File: src/rtl/seg7_scan_display.sv
// Multiplexed N-digit seven-segment driver for a scanned common-anode display.
// A free-running converter samples `number`/`mode` and produces either hex
// nibbles or BCD digits (sequential double-dabble). The result is copied
// atomically into the shown register. A refresh counter steps through the digits.
//
// Ports:
//   clk, rst  - system clock, synchronous active-high reset
//   number    - value to display, sampled when a conversion starts
//   mode      - 0 = hex, 1 = unsigned decimal, sampled when a conversion starts
//   blank_lz  - blank leading zeros (digit 0 is never blanked)
//   empty     - force every anode inactive; scanning keeps running
//   dp        - decimal point per digit (bit i = digit i)
//   seg       - segments a..g on seg[0]..seg[6]
//   dp_out    - decimal point of the active digit
//   an        - anode enables, an[0] = rightmost digit
//   overflow  - decimal value needs more than DIGITS digits
//   busy      - conversion in progress
module seg7_scan_display #(
  parameter int DIGITS      = 4,
  parameter int WIDTH       = 16,
  parameter int REFRESH_DIV = 50000,
  parameter bit ACTIVE_LOW  = 1
) (
  input  logic              clk,
  input  logic              rst,
  input  logic [WIDTH-1:0]  number,
  input  logic              mode,
  input  logic              blank_lz,
  input  logic              empty,
  input  logic [DIGITS-1:0] dp,
  output logic [6:0]        seg,
  output logic              dp_out,
  output logic [DIGITS-1:0] an,
  output logic              overflow,
  output logic              busy
);

  localparam int          SHOW_W = 4 * DIGITS;
  localparam int          BCD_W  = 4 * DIGITS + 4;
  localparam int unsigned NIBS   = DIGITS + 1;
  localparam int          CNT_W  = $clog2(REFRESH_DIV);
  localparam int          IDX_W  = (DIGITS > 1) ? $clog2(DIGITS) : 1;
  localparam int          IT_W   = $clog2(WIDTH + 1);

  typedef enum logic [1:0] {S_IDLE, S_CONV, S_DONE} state_t;

  state_t              state;
  logic [WIDTH-1:0]    bin_sr;
  logic [BCD_W-1:0]    bcd;
  logic [BCD_W-1:0]    bcd_adj;
  logic                mode_l;
  logic                lost;
  logic [IT_W-1:0]     it_cnt;
  logic [SHOW_W-1:0]   shown;

  logic [CNT_W-1:0]    cnt;
  logic [IDX_W-1:0]    idx;

  logic [3:0]          cur_digit;
  logic [SHOW_W-1:0]   upper;
  logic                lead_blank;
  logic [6:0]          seg_act;
  logic [DIGITS-1:0]   an_act;
  logic                dp_act;

  function automatic logic [6:0] glyph(input logic [3:0] v);
    case (v)
      4'h0: glyph = 7'h3F;  4'h1: glyph = 7'h06;
      4'h2: glyph = 7'h5B;  4'h3: glyph = 7'h4F;
      4'h4: glyph = 7'h66;  4'h5: glyph = 7'h6D;
      4'h6: glyph = 7'h7D;  4'h7: glyph = 7'h07;
      4'h8: glyph = 7'h7F;  4'h9: glyph = 7'h6F;
      4'hA: glyph = 7'h77;  4'hB: glyph = 7'h7C;
      4'hC: glyph = 7'h39;  4'hD: glyph = 7'h5E;
      4'hE: glyph = 7'h79;  default: glyph = 7'h71;
    endcase
  endfunction

  // Double-dabble correction: add 3 to every nibble >= 5 before the shift.
  always_comb begin
    bcd_adj = bcd;
    for (int unsigned i = 0; i < NIBS; i++) begin
      if (bcd[4*i +: 4] >= 4'd5) bcd_adj[4*i +: 4] = bcd[4*i +: 4] + 4'd3;
    end
  end

  // A 1 shifted out of the guard nibble is remembered in `lost`, so overflow
  // stays correct even where the value needs two digits beyond DIGITS.
  always_ff @(posedge clk) begin
    if (rst) begin
      state    <= S_IDLE;
      bin_sr   <= '0;
      bcd      <= '0;
      mode_l   <= 1'b0;
      lost     <= 1'b0;
      it_cnt   <= '0;
      shown    <= '0;
      overflow <= 1'b0;
      busy     <= 1'b0;
    end else begin
      case (state)
        S_IDLE: begin
          bin_sr <= number;
          mode_l <= mode;
          bcd    <= '0;
          lost   <= 1'b0;
          it_cnt <= '0;
          busy   <= 1'b1;
          state  <= S_CONV;
        end
        S_CONV: begin
          if (!mode_l) begin
            bcd   <= BCD_W'(bin_sr);
            busy  <= 1'b0;
            state <= S_DONE;
          end else begin
            bcd    <= {bcd_adj[BCD_W-2:0], bin_sr[WIDTH-1]};
            bin_sr <= bin_sr << 1;
            lost   <= lost | bcd_adj[BCD_W-1];
            it_cnt <= it_cnt + 1'b1;
            if (it_cnt == IT_W'(WIDTH - 1)) begin
              busy  <= 1'b0;
              state <= S_DONE;
            end
          end
        end
        S_DONE: begin
          shown    <= bcd[SHOW_W-1:0];
          overflow <= mode_l & ((bcd[BCD_W-1 -: 4] != 4'd0) | lost);
          busy     <= 1'b1;
          state    <= S_IDLE;
        end
        default: state <= S_IDLE;
      endcase
    end
  end

  always_ff @(posedge clk) begin
    if (rst) begin
      cnt <= '0;
      idx <= '0;
    end else if (cnt == CNT_W'(REFRESH_DIV - 1)) begin
      cnt <= '0;
      idx <= (idx == IDX_W'(DIGITS - 1)) ? '0 : idx + 1'b1;
    end else begin
      cnt <= cnt + 1'b1;
    end
  end

  always_comb begin
    cur_digit  = shown[{idx, 2'b00} +: 4];
    upper      = shown >> {idx, 2'b00};
    lead_blank = blank_lz && (idx != '0) && (upper == '0);
    if (overflow)        seg_act = 7'b1000000;
    else if (lead_blank) seg_act = 7'b0000000;
    else                 seg_act = glyph(cur_digit);
    an_act      = '0;
    an_act[idx] = 1'b1;
    dp_act      = dp[idx];
    if (empty) begin
      an_act  = '0;
      seg_act = '0;
      dp_act  = 1'b0;
    end
  end

  always_ff @(posedge clk) begin
    if (rst) begin
      an     <= {DIGITS{ACTIVE_LOW}};
      seg    <= {7{ACTIVE_LOW}};
      dp_out <= ACTIVE_LOW;
    end else begin
      an     <= an_act ^ {DIGITS{ACTIVE_LOW}};
      seg    <= seg_act ^ {7{ACTIVE_LOW}};
      dp_out <= dp_act ^ ACTIVE_LOW;
    end
  end

endmodule

File: config.mk
export PLATFORM = sky130hd
export DESIGN_NAME = seg7_scan_display
export DESIGN_NICKNAME = d
export VERILOG_FILES = /design/src/rtl/seg7_scan_display.sv
export SDC_FILE = /design/constraint.sdc
export NUM_CORES = 1
export LEC_CHECK = 0
export ABC_AREA = 1
export ABC_CLOCK_PERIOD_IN_PS = 2350
export CAP_MARGIN = 40
export CORE_AREA = 5 5 96 98
export CTS_BUF_LIST = sky130_fd_sc_hd__clkbuf_4
export CTS_CLUSTER_SIZE = 16
export DETAILED_ROUTE_END_ITERATION = 6
export DIE_AREA = 0 0 101 103
export PLACE_DENSITY = 0.8
export SETUP_SLACK_MARGIN = 0.1
export SYNTH_ARGS = -nofsm -noshare
export SYNTH_HDL_FRONTEND = slang
export SYNTH_SLANG_ARGS = --single-unit
File: constraint.sdc
create_clock -name clk -period 2.35 [get_ports clk]
set_input_delay 0.235 -clock clk [delete_from_list [all_inputs] [get_ports clk]]
set_output_delay 0.235 -clock clk [all_outputs]
set_load 0.1 [all_outputs]
Yosys cells after proc, flatten, opt, wreduce, memory -nomap -nowiden
Memory sizes are Yosys's and may differ from the RTL's. Index checks and enable logic that the tools add are counted.

Bits in read-only memories: 112. Bits in writable memories: 0. Bits in latches: 0. Memories: 1. Output and inout port bits: 14. Flip-flop bits (word level): 93. Word-level logic and storage cells: 87.

Eq/ne operators: 7. Multipliers: 0. Muxes and demuxes: 29. Add/subtract/negate cells: 8. Magnitude comparators: 7. Bitwise logic cells: 6. Div/mod/pow operators: 0. Shift operators: 2. Reduce and logical (&&, ||, !) cells: 13.

Memories: (name not given) (words 16, bits a word 7, rd ports 1, clocked after memory_dff 0, write ports 0, RTL line 67) `case (v)`.

Operators by type and width (number): $pmux 20 s2 (1); $pmux 16 s2 (1); $mux 4 (6); $mux 7 (3); $add 4x2->4 const B (5); $ge 4x3->1 const B (5); $mux 20 (1); $add 16x1->16 const B (1); $eq 16x16->1 const B (1); $logic_not 16->1 (1); $mux 16 (1); $shiftx 16x5->4 (1); $shr 16x4->16 (1); $pmux 5 s2 (1); $not 7->7 (1); $mux 1 (6); $mux 2 (3); $reduce_bool 2->1 (3); $add 5x1->5 const B (1); $eq 5x4->1 const B (1); $mux 5 (1); $eq 2x2->1 const B (2); $not 4->4 (1); $pmux 1 s2 (2); 17 further kinds (22).

Logic depth before layout (Yosys ltp)
Gate-level depths: netlist (run 1).

Depth after elaboration: 7. Mapped depth: 14.

Least setup slack after synthesis (run 1)
No wires, ideal clock.

Path kind: register to register. Start point: register idx[0]. End point: register seg[6]. Setup slack: 0.589 ns. Data arrival time: 1.701 ns. Required time: 2.290 ns. Period minus slack after synthesis: 1.761 ns. Path buffers: 1. Cell stages (with the launch flop): 15. Path through: dfxtp_1 > inv_2 > buf_6 > nand2_1 > nand2_1 > o21ai_2 > ha_1 > nand2_1 > nor2_1 > nand3_1 > nor2_1 > nand2_1 > nand2_1 > nand2_1 > nand2_1.

Word-level cells in the longest chain between the ends: 7. Elaborated cells on any way between the ends: 11.

Ends and longest elaborated chain: start, declared (RTL line 57) `logic [IDX_W-1:0] idx;`; start signal, assigned (RTL line 144) `idx <= (idx == IDX_W'(DIGITS - 1)) ? '0 : idx + 1'b1;`; branches (longest 3 deep; another with $mem_v2 16x7); $mux 7 (*) (RTL line 155) `else if (lead_blank) seg_act = 7'b0000000;`; $mux 7 (*) (RTL line 154) `if (overflow) seg_act = 7'b1000000;`; $mux 7 (*) (RTL line 160) `if (empty) begin`; $not 7->7 (no source line) (*); end signal, assigned (RTL line 170) `seg <= {7{ACTIVE_LOW}};`; end signal, assigned (RTL line 174) `seg <= seg_act ^ {7{ACTIVE_LOW}};`; end, declared (RTL line 31) `output logic [6:0] seg,`.

Every way passes the cells marked *. A chain may end at the register's enable or synchronous reset.

Worst setup path after layout (run 1)
Ends and elaborated chain as after synthesis.

==> results of run 1 <==
[registers in the layout (all words and copies together) (netlist names)]
register / count
seg: 7
dp_out: 1
cnt: 16
overflow: 1
idx: 2
bin_sr: 16
mode_l: 1
an: 4
it_cnt: 5
busy: 1
bcd: 20
lost: 1
shown: 16
state: 2
[final cells by class]
| type | instances | area, µm² | share of cell area |
|---|---|---|---|
| clock buffers | 9 | 67.6 | 0.0128 |
| clock inverters | 7 | 66.3 | 0.0125 |
| inverters | 77 | 299 | 0.0566 |
| multi-input cells | 473 | 2470 | 0.467 |
| flip-flops and latches | 93 | 1860 | 0.352 |
| well taps | 108 | 135 | 0.0256 |
| repair buffers | 44 | 390 | 0.0738 |
[Yosys cell counts, drive strengths merged (8+ instances only)]
cell type / number
a211oi: 11
a21oi: 61
buf: 14
clkbuf: 9
dfxtp: 93
ha: 24
inv: 77
nand2: 170
nand3: 40
nand4: 9
nor2: 52
nor3: 12
o21ai: 65
xor2: 8
[metrics by stage]
stage | utilization | instance area, µm² | setup WS (ns)
4_1_cts | 0.631 | 5290 | 0.361
3_5_place_dp | 0.615 | 5150 | 0.388
3_3_place_gp | 0.615 | 5150 | 0.486
5_1_grt | 0.631 | 5290 | 0.101
2_1_floorplan | - | 4790 | 0.589
6_report | 0.631 | 5290 | 0.340
[layer usage]
layer / track usage / vias to the layer above
met4: 0.0818 / 0
met2: 0.351 / 101
met5: 0 / -
met3: 0.0413 / 12
li1: - / 2264
met1: 0.260 / 1984
[final timing paths]
path	startpoint	end	slack (ns)	cells past startpoint
setup / recovery	idx[0]	seg[6]	0.34	13
hold / removal	number[0]	bin_sr[0]	0.36	3
setup reg to reg	idx[0]	seg[6]	0.34	13
hold reg to reg	cnt[0]	cnt[0]	0.46	1
[cells by family (layout without fill, tap and decap cells)]
family | Yosys count | count (layout) | share of synthesized area
DFF | 93 | 93 | 0.388
buffers and inverters | 100 | 137 | 0.0968
and+or+nand+nor | 286 | 286 | 0.258
xor gates and xnor gates | 8 | 8 | 0.0146
AOI/OAI and AO/OA | 155 | 155 | 0.180
adders and majority gates | 24 | 24 | 0.0626
[worst max-delay path, stage by stage, from the launching register on]
cell	delay [ns]
dfxtp_1	0.50
inv_2	0.17
nand2_1	0.09
nand2_1	0.07
o21ai_2	0.27
ha_1	0.22
nand2_1	0.05
nor2_1	0.08
nand3_1	0.07
nor2_1	0.16
nand2_1	0.12
nand2_1	0.08
nand2_1	0.05
nand2_1	0.04
[power groups by stage]
stage	Clock (W)	Combinational [W]	Sequential, W
final	0.000859	0.000669	0.00176
after global routing	0.000952	0.000749	0.00177
after CTS	0.000881	0.000670	0.00176
after detailed placement	0	0.000667	0.00179
after global placement	0	0.000651	0.00179
after floorplan	0	0.000425	0.00188
==> run summary, run 1 <==
status - finished, final reports clean
CTS root buf - clkbuf_4
ys async rst share - 0
Crit. End Element - flop
Max Freq - 497 MHz
CTS tree - yes
Post-route DRC - 0
Post-synth EDFFs - 0
placed cells - 795
Setup Buffers After CTS - 0
Slew Limit Fails - 0
largest cells by area after synthesis - dfxtp_1, nand2_1, a21oi_1
critical path class - reg2reg
hold_buf cts - 0
P_sw - 0.00107 W
DRT Wirelength - 10.2 mm
Final Hold Viols - 0
synthesized instance count - 666
num ports - 39
Layout Cells excl Fill - 811
crit-path max FO - 14
num rows - 34
DRT iter0 DRCs - 253
relative slew slack - 0.699
internal power - 0.00222 W
Total GRT Usage - 0.207
YS warnings - 0
Nets - 747
Syn Area/Cell - 7.20 µm²
sequential power share - 0.535
vias in the first global route - 4045
CP Launch Type - flop
chip height - 103 µm
share of layout cells above drive strength 1 - 0.0768
Max-cap violations - 0
Synth cell types - 38
DR vias/cell - 5.38
Most used DFF post-synth - dfxtp_1
core area - 8380 µm²
Worst Hold Class - in2reg
clock share of power - 0.261
Vias - 4361
register area share after synthesis - 0.388
die area - 10400 µm²
CTS resizes - 0
RSZ-0062 raised after global routing - false
Worst Skew - 0.0166 ns
Clock Tree Buf Depth - 2
DR top layer - met4
total CTS buffers - 9
largest net degree at the start of global routing - 43
die width - 101 µm
Pwr Density - 622 nW/µm²
initial antenna violation count - 0
Slew @ Worst Pin - 0.452 ns
period utilization - 0.856
biggest area consumer among synthesized cells - dfxtp_1
post-route ant nets - 0
Area growth syn-to-layout - 10.3%
dpl hpwl - 7.52 mm
Synth Register Bits - 93
Synthesized Nets - 715
final setup violation count - 0
Wirelength per Cell - 12.6 µm
Comb pwr share - 0.204
leakage power total - 2.14 nW
Ant. Diodes - 0
CTS Sinks - 93
GRT overflow - 0
most common cell after layout, fill and taps aside - nand2_1
fin crit period - 2.01 ns
Sw Share - 0.325
CP required - 2.72 ns
GP Congestion - 0.853
Pre-antenna DRT Iters - 4
Max VDD drop - 430 µV
routed wire length on met3 - 484 µm
Clock Latency Late Sink - 0.42 ns
Initial Utilization - 0.572
routed wl met2 - 4.74 mm
total power - 0.00329 W
Post-Route M1 WL - 4.84 mm
Hold Slack - 0.359 ns
I/O Buffers - 38
WP data arrival - 2.38 ns
Clock H-tree levels - 3
aggregate negative setup slack - 0 ns
clk slew on worst S/H paths - 0.15 ns
most frequent cells in the layout - nand2_1, dfxtp_1, inv_1
post-synth top area share - 0.388
Netlist Area Pre-Place - 4790 µm²
first-pass GRT wire length - 17.6 mm
Fillers - 755
No activity file was read; power rests on OpenSTA's default activity.
==> run 2: changes to the inputs <==
SLEW_MARGIN = 0   (was unset)
==> results of run 2 <==
Final layout, timing and power as in run 1 (identical DEF).
